### src/rtl/fp_pkg.sv
// fp_pkg: shared types and constants for the FP16 ALU writeback path
// Contents: wb_kind_e (VEC/SCAL), wb_entry_t {kind, rd, data[31:0]},
//           sticky flag bit indices FFLAG_NV / FFLAG_OF, entry rd width WB_RD_W.
package fp_pkg;
    localparam int WB_RD_W = 5;
    localparam int FFLAG_NV = 1;
    localparam int FFLAG_OF = 0;
    typedef enum logic {VEC = 1'b0, SCAL = 1'b1} wb_kind_e;
    typedef struct packed {
        wb_kind_e             kind;
        logic [WB_RD_W-1:0]   rd;
        logic [31:0]          data;
    } wb_entry_t;
endpackage

### src/rtl/fp_wb_fifo.sv
// fp_wb_fifo: DEPTH-entry FIFO of writeback entries with async active-low reset
// Ports: clk, rst_n; push/din write the tail; pop retires the head;
//        head is the oldest entry (valid when count > 0); count is occupancy 0..DEPTH.
// The caller guarantees push never targets a full FIFO unless it also pops.
module fp_wb_fifo
    import fp_pkg::*;
#(
    parameter int DEPTH = 4,
    localparam int AW = $clog2(DEPTH),
    localparam int CW = AW + 1
) (
    input  logic            clk,
    input  logic            rst_n,
    input  logic            push,
    input  wb_entry_t       din,
    input  logic            pop,
    output wb_entry_t       head,
    output logic [CW-1:0]   count
);
    wb_entry_t mem [DEPTH];
    logic [AW-1:0] wr_ptr, rd_ptr;
    always_ff @(posedge clk or negedge rst_n) begin
        if (!rst_n) begin
            wr_ptr <= '0;
            rd_ptr <= '0;
            count  <= '0;
        end else begin
            if (push) wr_ptr <= wr_ptr + AW'(1);
            if (pop) rd_ptr <= rd_ptr + AW'(1);
            count <= count + CW'(push) - CW'(pop);
        end
    end
    always_ff @(posedge clk) begin
        if (push) mem[wr_ptr] <= din;
    end
    assign head = mem[rd_ptr];
endmodule

### src/rtl/fp_wb_collector.sv
// fp_wb_collector: buffers FP16 ALU writeback results and retires them into the VRF/SRF
// Ports: in_* writeback stream from the ALU; issue_ready throttles issue;
//        vrf_* / srf_* ready/valid register-file write ports driven from the FIFO head;
//        clr_* scoreboard clear pulse on each retirement; fflags sticky {NV, OF};
//        drop_err sticky overrun indicator.
// Macro FP_WB_FFLAGS_EN: when defined, sticky FP flags are collected; otherwise fflags = 0.
module fp_wb_collector
    import fp_pkg::*;
#(
    parameter int DEPTH = 4,
    parameter int RD_W = 5
) (
    input  logic            clk,
    input  logic            rst_n,
    input  logic            in_valid,
    input  logic [RD_W-1:0] in_rd,
    input  logic [15:0]     in_data,
    input  logic            in_scalar_valid,
    input  logic [RD_W-1:0] in_scalar_rd,
    input  logic [31:0]     in_scalar_data,
    input  logic            in_err_overflow,
    input  logic            in_err_invalid,
    output logic            issue_ready,
    output logic            vrf_we,
    output logic [RD_W-1:0] vrf_waddr,
    output logic [15:0]     vrf_wdata,
    input  logic            vrf_ready,
    output logic            srf_we,
    output logic [RD_W-1:0] srf_waddr,
    output logic [31:0]     srf_wdata,
    input  logic            srf_ready,
    output logic            clr_valid,
    output logic [RD_W-1:0] clr_rd,
    output logic            clr_scalar,
    output logic [1:0]      fflags,
    input  logic            fflags_clr,
    output logic            drop_err
);
    localparam int CW = $clog2(DEPTH) + 1;
    localparam int OW = CW + 1;
    wb_entry_t entry, head;
    logic [CW-1:0] count;
    logic [OW-1:0] occ;
    logic push, pop, busy;
    always_comb begin
        entry.kind = in_scalar_valid ? SCAL : VEC;
        entry.rd = in_scalar_valid ? WB_RD_W'(in_scalar_rd) : WB_RD_W'(in_rd);
        entry.data = in_scalar_valid ? in_scalar_data : {16'b0, in_data};
    end
    assign busy = count != '0;
    assign vrf_we = busy && head.kind == VEC;
    assign srf_we = busy && head.kind == SCAL;
    assign vrf_waddr = RD_W'(head.rd);
    assign srf_waddr = RD_W'(head.rd);
    assign vrf_wdata = head.data[15:0];
    assign srf_wdata = head.data;
    assign pop = (vrf_we && vrf_ready) || (srf_we && srf_ready);
    assign push = in_valid && (count < CW'(DEPTH) || pop);
    assign clr_valid = pop;
    assign clr_rd = RD_W'(head.rd);
    assign clr_scalar = head.kind == SCAL;
    // One slot stays reserved for the op already sitting in the ALU output register.
    assign occ = {1'b0, count} + OW'(in_valid);
    assign issue_ready = occ < OW'(DEPTH - 1);
    fp_wb_fifo #(.DEPTH(DEPTH)) u_fifo (
        .clk   (clk),
        .rst_n (rst_n),
        .push  (push),
        .din   (entry),
        .pop   (pop),
        .head  (head),
        .count (count)
    );
    always_ff @(posedge clk or negedge rst_n) begin
        if (!rst_n) drop_err <= 1'b0;
        else if (in_valid && !push) drop_err <= 1'b1;
    end
`ifdef FP_WB_FFLAGS_EN
    logic [1:0] flag_in;
    always_comb begin
        flag_in = 2'b00;
        flag_in[FFLAG_NV] = in_err_invalid;
        flag_in[FFLAG_OF] = in_err_overflow;
    end
    // A clear and a flagged push in the same cycle keep the new flags.
    always_ff @(posedge clk or negedge rst_n) begin
        if (!rst_n) fflags <= 2'b00;
        else fflags <= (fflags_clr ? 2'b00 : fflags) | (push ? flag_in : 2'b00);
    end
`else
    logic unused_flags;
    assign unused_flags = &{1'b0, fflags_clr, in_err_invalid, in_err_overflow};
    assign fflags = 2'b00;
`endif
endmodule

### config.mk
export PLATFORM = sky130hd
export DESIGN_NAME = fp_wb_collector
export DESIGN_NICKNAME = d
export VERILOG_FILES = /design/src/rtl/fp_pkg.sv /design/src/rtl/fp_wb_fifo.sv /design/src/rtl/fp_wb_collector.sv
export SDC_FILE = /design/constraint.sdc
export NUM_CORES = 1
export LEC_CHECK = 0
export ABC_AREA = 1
export CORE_ASPECT_RATIO = 1.2
export CORE_MARGIN = 2
export CORE_UTILIZATION = 40
export CTS_CLUSTER_DIAMETER = 120
export CTS_CLUSTER_SIZE = 20
export DETAILED_ROUTE_END_ITERATION = 7
export HOLD_SLACK_MARGIN = 0.05
export PLACE_DENSITY = 0.63
export SYNTH_ARGS = -nofsm -noshare
export SYNTH_HDL_FRONTEND = slang
export SYNTH_SLANG_ARGS = --single-unit
### constraint.sdc
create_clock -name clk -period 8.1 [get_ports clk]
set_clock_uncertainty 0.2 [all_clocks]
set_input_delay 0.81 -clock clk [delete_from_list [all_inputs] [get_ports clk]]
set_output_delay 0.81 -clock clk [all_outputs]
set_load 0.03 [all_outputs]
==> flow_metrics.py <==
metrics = {
    "run_status": {
        "outcome": "finished clean",
    },
    "yosys": {
        "yosysUniqueCellTypes": 29,
        "synth_warnings": 0,
        "synth-seq-cells": 160,
        "avgSynthCellArea_um2": 13.1,
        "netlist_area_mm2": 0.00678,
        "synth_top_cell_by_area": "edfxtp_1",
        "ys_seq_area_share_pct": 70.3,
        "synth_area_leaders": "edfxtp_1 (67%), o21ai_0 (5.0%), nor2_1 (4.4%)",
        "synth_top_area_share_pct": 67.3,
        "synth_cells": 517,
    },
    "job": {
        "maxCapViolCount": 0,
    },
    "floorplan": {
        "core_mm2": 0.0167,
        "fp.dieArea_mm2": 0.0180,
        "fp-row-count": 52,
        "pin_count": 138,
        "initial_core_util_pct": 40.5,
        "die-height_um": 147,
        "dieWidth_um": 123,
    },
    "clock_tree": {
        "postCtsHoldBufs": 0,
        "post_cts_buffers": 0,
        "clock_latency_ps": 420,
        "path_clk_slew_ps": 60,
        "cts-root-buf": "clkbuf_16",
        "clock_path_buffers": 2,
        "post_cts_resized": 0,
        "cts_tree": "done",
        "cts-buffers-inserted": 17,
        "clkSinkCount": 160,
        "h-tree-depth": 4,
    },
    "global_routing": {
        "met3_usage_pct": 5.12,
        "grt-ovfl-total": 0,
        "grt_most_used_layer": "met2",
        "grt_max_degree": 81,
        "grt_use_met2_pct": 29.2,
        "first_global_vias": 4360,
        "antenna_found_initial": 0,
        "use_met1_pct": 18.7,
        "grt_usage_pct": 16.5,
        "grt_pass1_wl_um": 21900,
    },
    "detailed_routing": {
        "vias_per_cell": 5.02,
        "routedWlPerCell_um": 16.6,
        "num_vias": 4249,
        "firstDrtPassIters": 4,
        "wl_um": 14100,
        "drt_iter0_drc": 202,
        "drt.antenna.violating_nets": 0,
        "drc": 0,
    },
    "sta": {
        "final.setup.worst_slack_ps": 3600,
        "fin_crit_sh_pct": 55.5,
        "hold_viol": 0,
        "final.min_clock_period_ps": 4500,
        "tns_ps": 0,
        "setup_viol": 0,
        "final-max-slew-violation-count": 0,
        "maxSlewHeadroom_pct": 38.0,
        "max_freq_mhz": 222,
        "worst_pin_slew_ps": 929,
        "rsz0062_at_grt": "false",
    },
    "setup_path": {
        "cp-start-kind": "flip-flop",
        "required_ps": 7090,
        "worstPathMaxFanout": 80,
        "critPathKind": "reg -> out",
        "cp_data_arrival_time_ps": 3490,
        "end_kind": "primary output",
    },
    "placement": {
        "dp_hpwl_um": 8040,
        "gp_congestion": 0.704,
        "placed_area_mm2": 0.00809,
        "pre_cts_ws_ps": 4010,
        "portBuffers": 132,
    },
    "finish": {
        "layout-area-overhead-vs-synth_pct": 26.9,
        "layout-drive-gt1-share_pct": 11.4,
        "layout.nets": 695,
        "final_cell_mix": "edfxtp_1 (152), clkdlybuf4s50_1 (131), nor2_1 (76), o21ai_0 (68), o22ai_1 (37)",
        "antennaDiodeCount": 0,
        "final_area_mm2": 0.00860,
        "final_common_cell": "edfxtp_1",
    },
    "hold_path": {
        "hold_class": "reg -> reg",
    },
    "power": {
        "vdd_drop_max_v": 0.000263,
        "power_density_mw_per_mm2": 425,
        "finalPower_uw": 3650,
        "p_leak_uw": 0.00305,
    },
}
[metal layers]
layer,wire length (µm),share of wire [%],vias to the layer above
met2,7530,53,98
li1,-,-,2023
met5,0,0,-
met4,189,1.3,0
met1,5780,41,2112
met3,587,4.2,16
[where the power goes]
group / switching (µW) / internal (µW)
clock: 299 / 387
combinational: 1150 / 653
sequential: 73.5 / 1090
total: 1520 / 2130
[worst paths after layout]
check | from | slack (ps) | cells after the start | end
max | u_fifo.rd_ptr[0] | 3600 | 9 | clr_valid
min | drop_err | 280 | 1 | drop_err
max reg2reg | u_fifo.rd_ptr[0] | 4420 | 11 | u_fifo.mem[0][8]
min reg2reg | drop_err | 280 | 1 | drop_err
max in group asynchronous | rst_n | 6940 | 1 | u_fifo.rd_ptr[0]
min in group asynchronous | rst_n | 470 | 1 | drop_err
[cells by family (layout without fill, tap and decap cells)]
logic type / count (synthesis) / in the layout / synth area share, %
DFF: 160 / 160 / 70.3
and+or+nand+nor: 119 / 119 / 7.64
AOI/OAI and AO/OA: 113 / 113 / 9.12
buffers and inverters: 90 / 203 / 7.05
muxes: 21 / 21 / 3.49
adders and majority gates: 10 / 10 / 1.96
xor gates and xnor gates: 3 / 3 / 0.388
other: 1 / 2 / 0.0553
[stage by stage]
step | hold slack (ps) | cells | utilization [%]
detailed placement | 271 | 815 | 48.4
global route | 320 | 847 | 51.4
finish | 279 | 847 | 51.4
floorplan | 291 | 518 | -
global placement | 262 | 815 | 48.4
CTS | 289 | 847 | 51.4
[state kept, by name, summed over array words and instances (netlist names)]
| register | flops |
|---|---|
| u_fifo.mem | 152 |
| u_fifo.wr_ptr | 2 |
| drop_err | 1 |
| u_fifo.count | 3 |
| u_fifo.rd_ptr | 2 |
[cell usage after synthesis (all sizes together)]
cell type / instances
conb: 1
nand4: 1
mux2: 21
clkbuf: 11
nand3: 8
o21bai: 1
ha: 9
buf: 46
xnor2: 1
edfxtp: 152
o21ai: 74
xor2: 2
fa: 1
dfrtp: 8
a221oi: 1
o22ai: 37
nand2: 30
nor2: 80
inv: 33
[worst max-delay path: stages, from the launching register on]
cell,delay (ps)
dfrtp_2,330
buf_4,620
inv_2,360
buf_4,410
nand2_1,140
nand3_2,100
nand2_2,160
nand3_4,90
nand2_2,140
clkdlybuf4s50_1,690
[layout make-up]
cell class                      count  area, µm²
Fill cell                        1410       8120
Sequential cell                   160       4770
Multi-Input combinational cell    268       1570
Timing Repair Buffer              138       1360
Clock buffer                       21        440
Tap cell                          216        270
Inverter                           33        124
Clock inverter                     11       67.6
(Power assumes the default switching activity.)
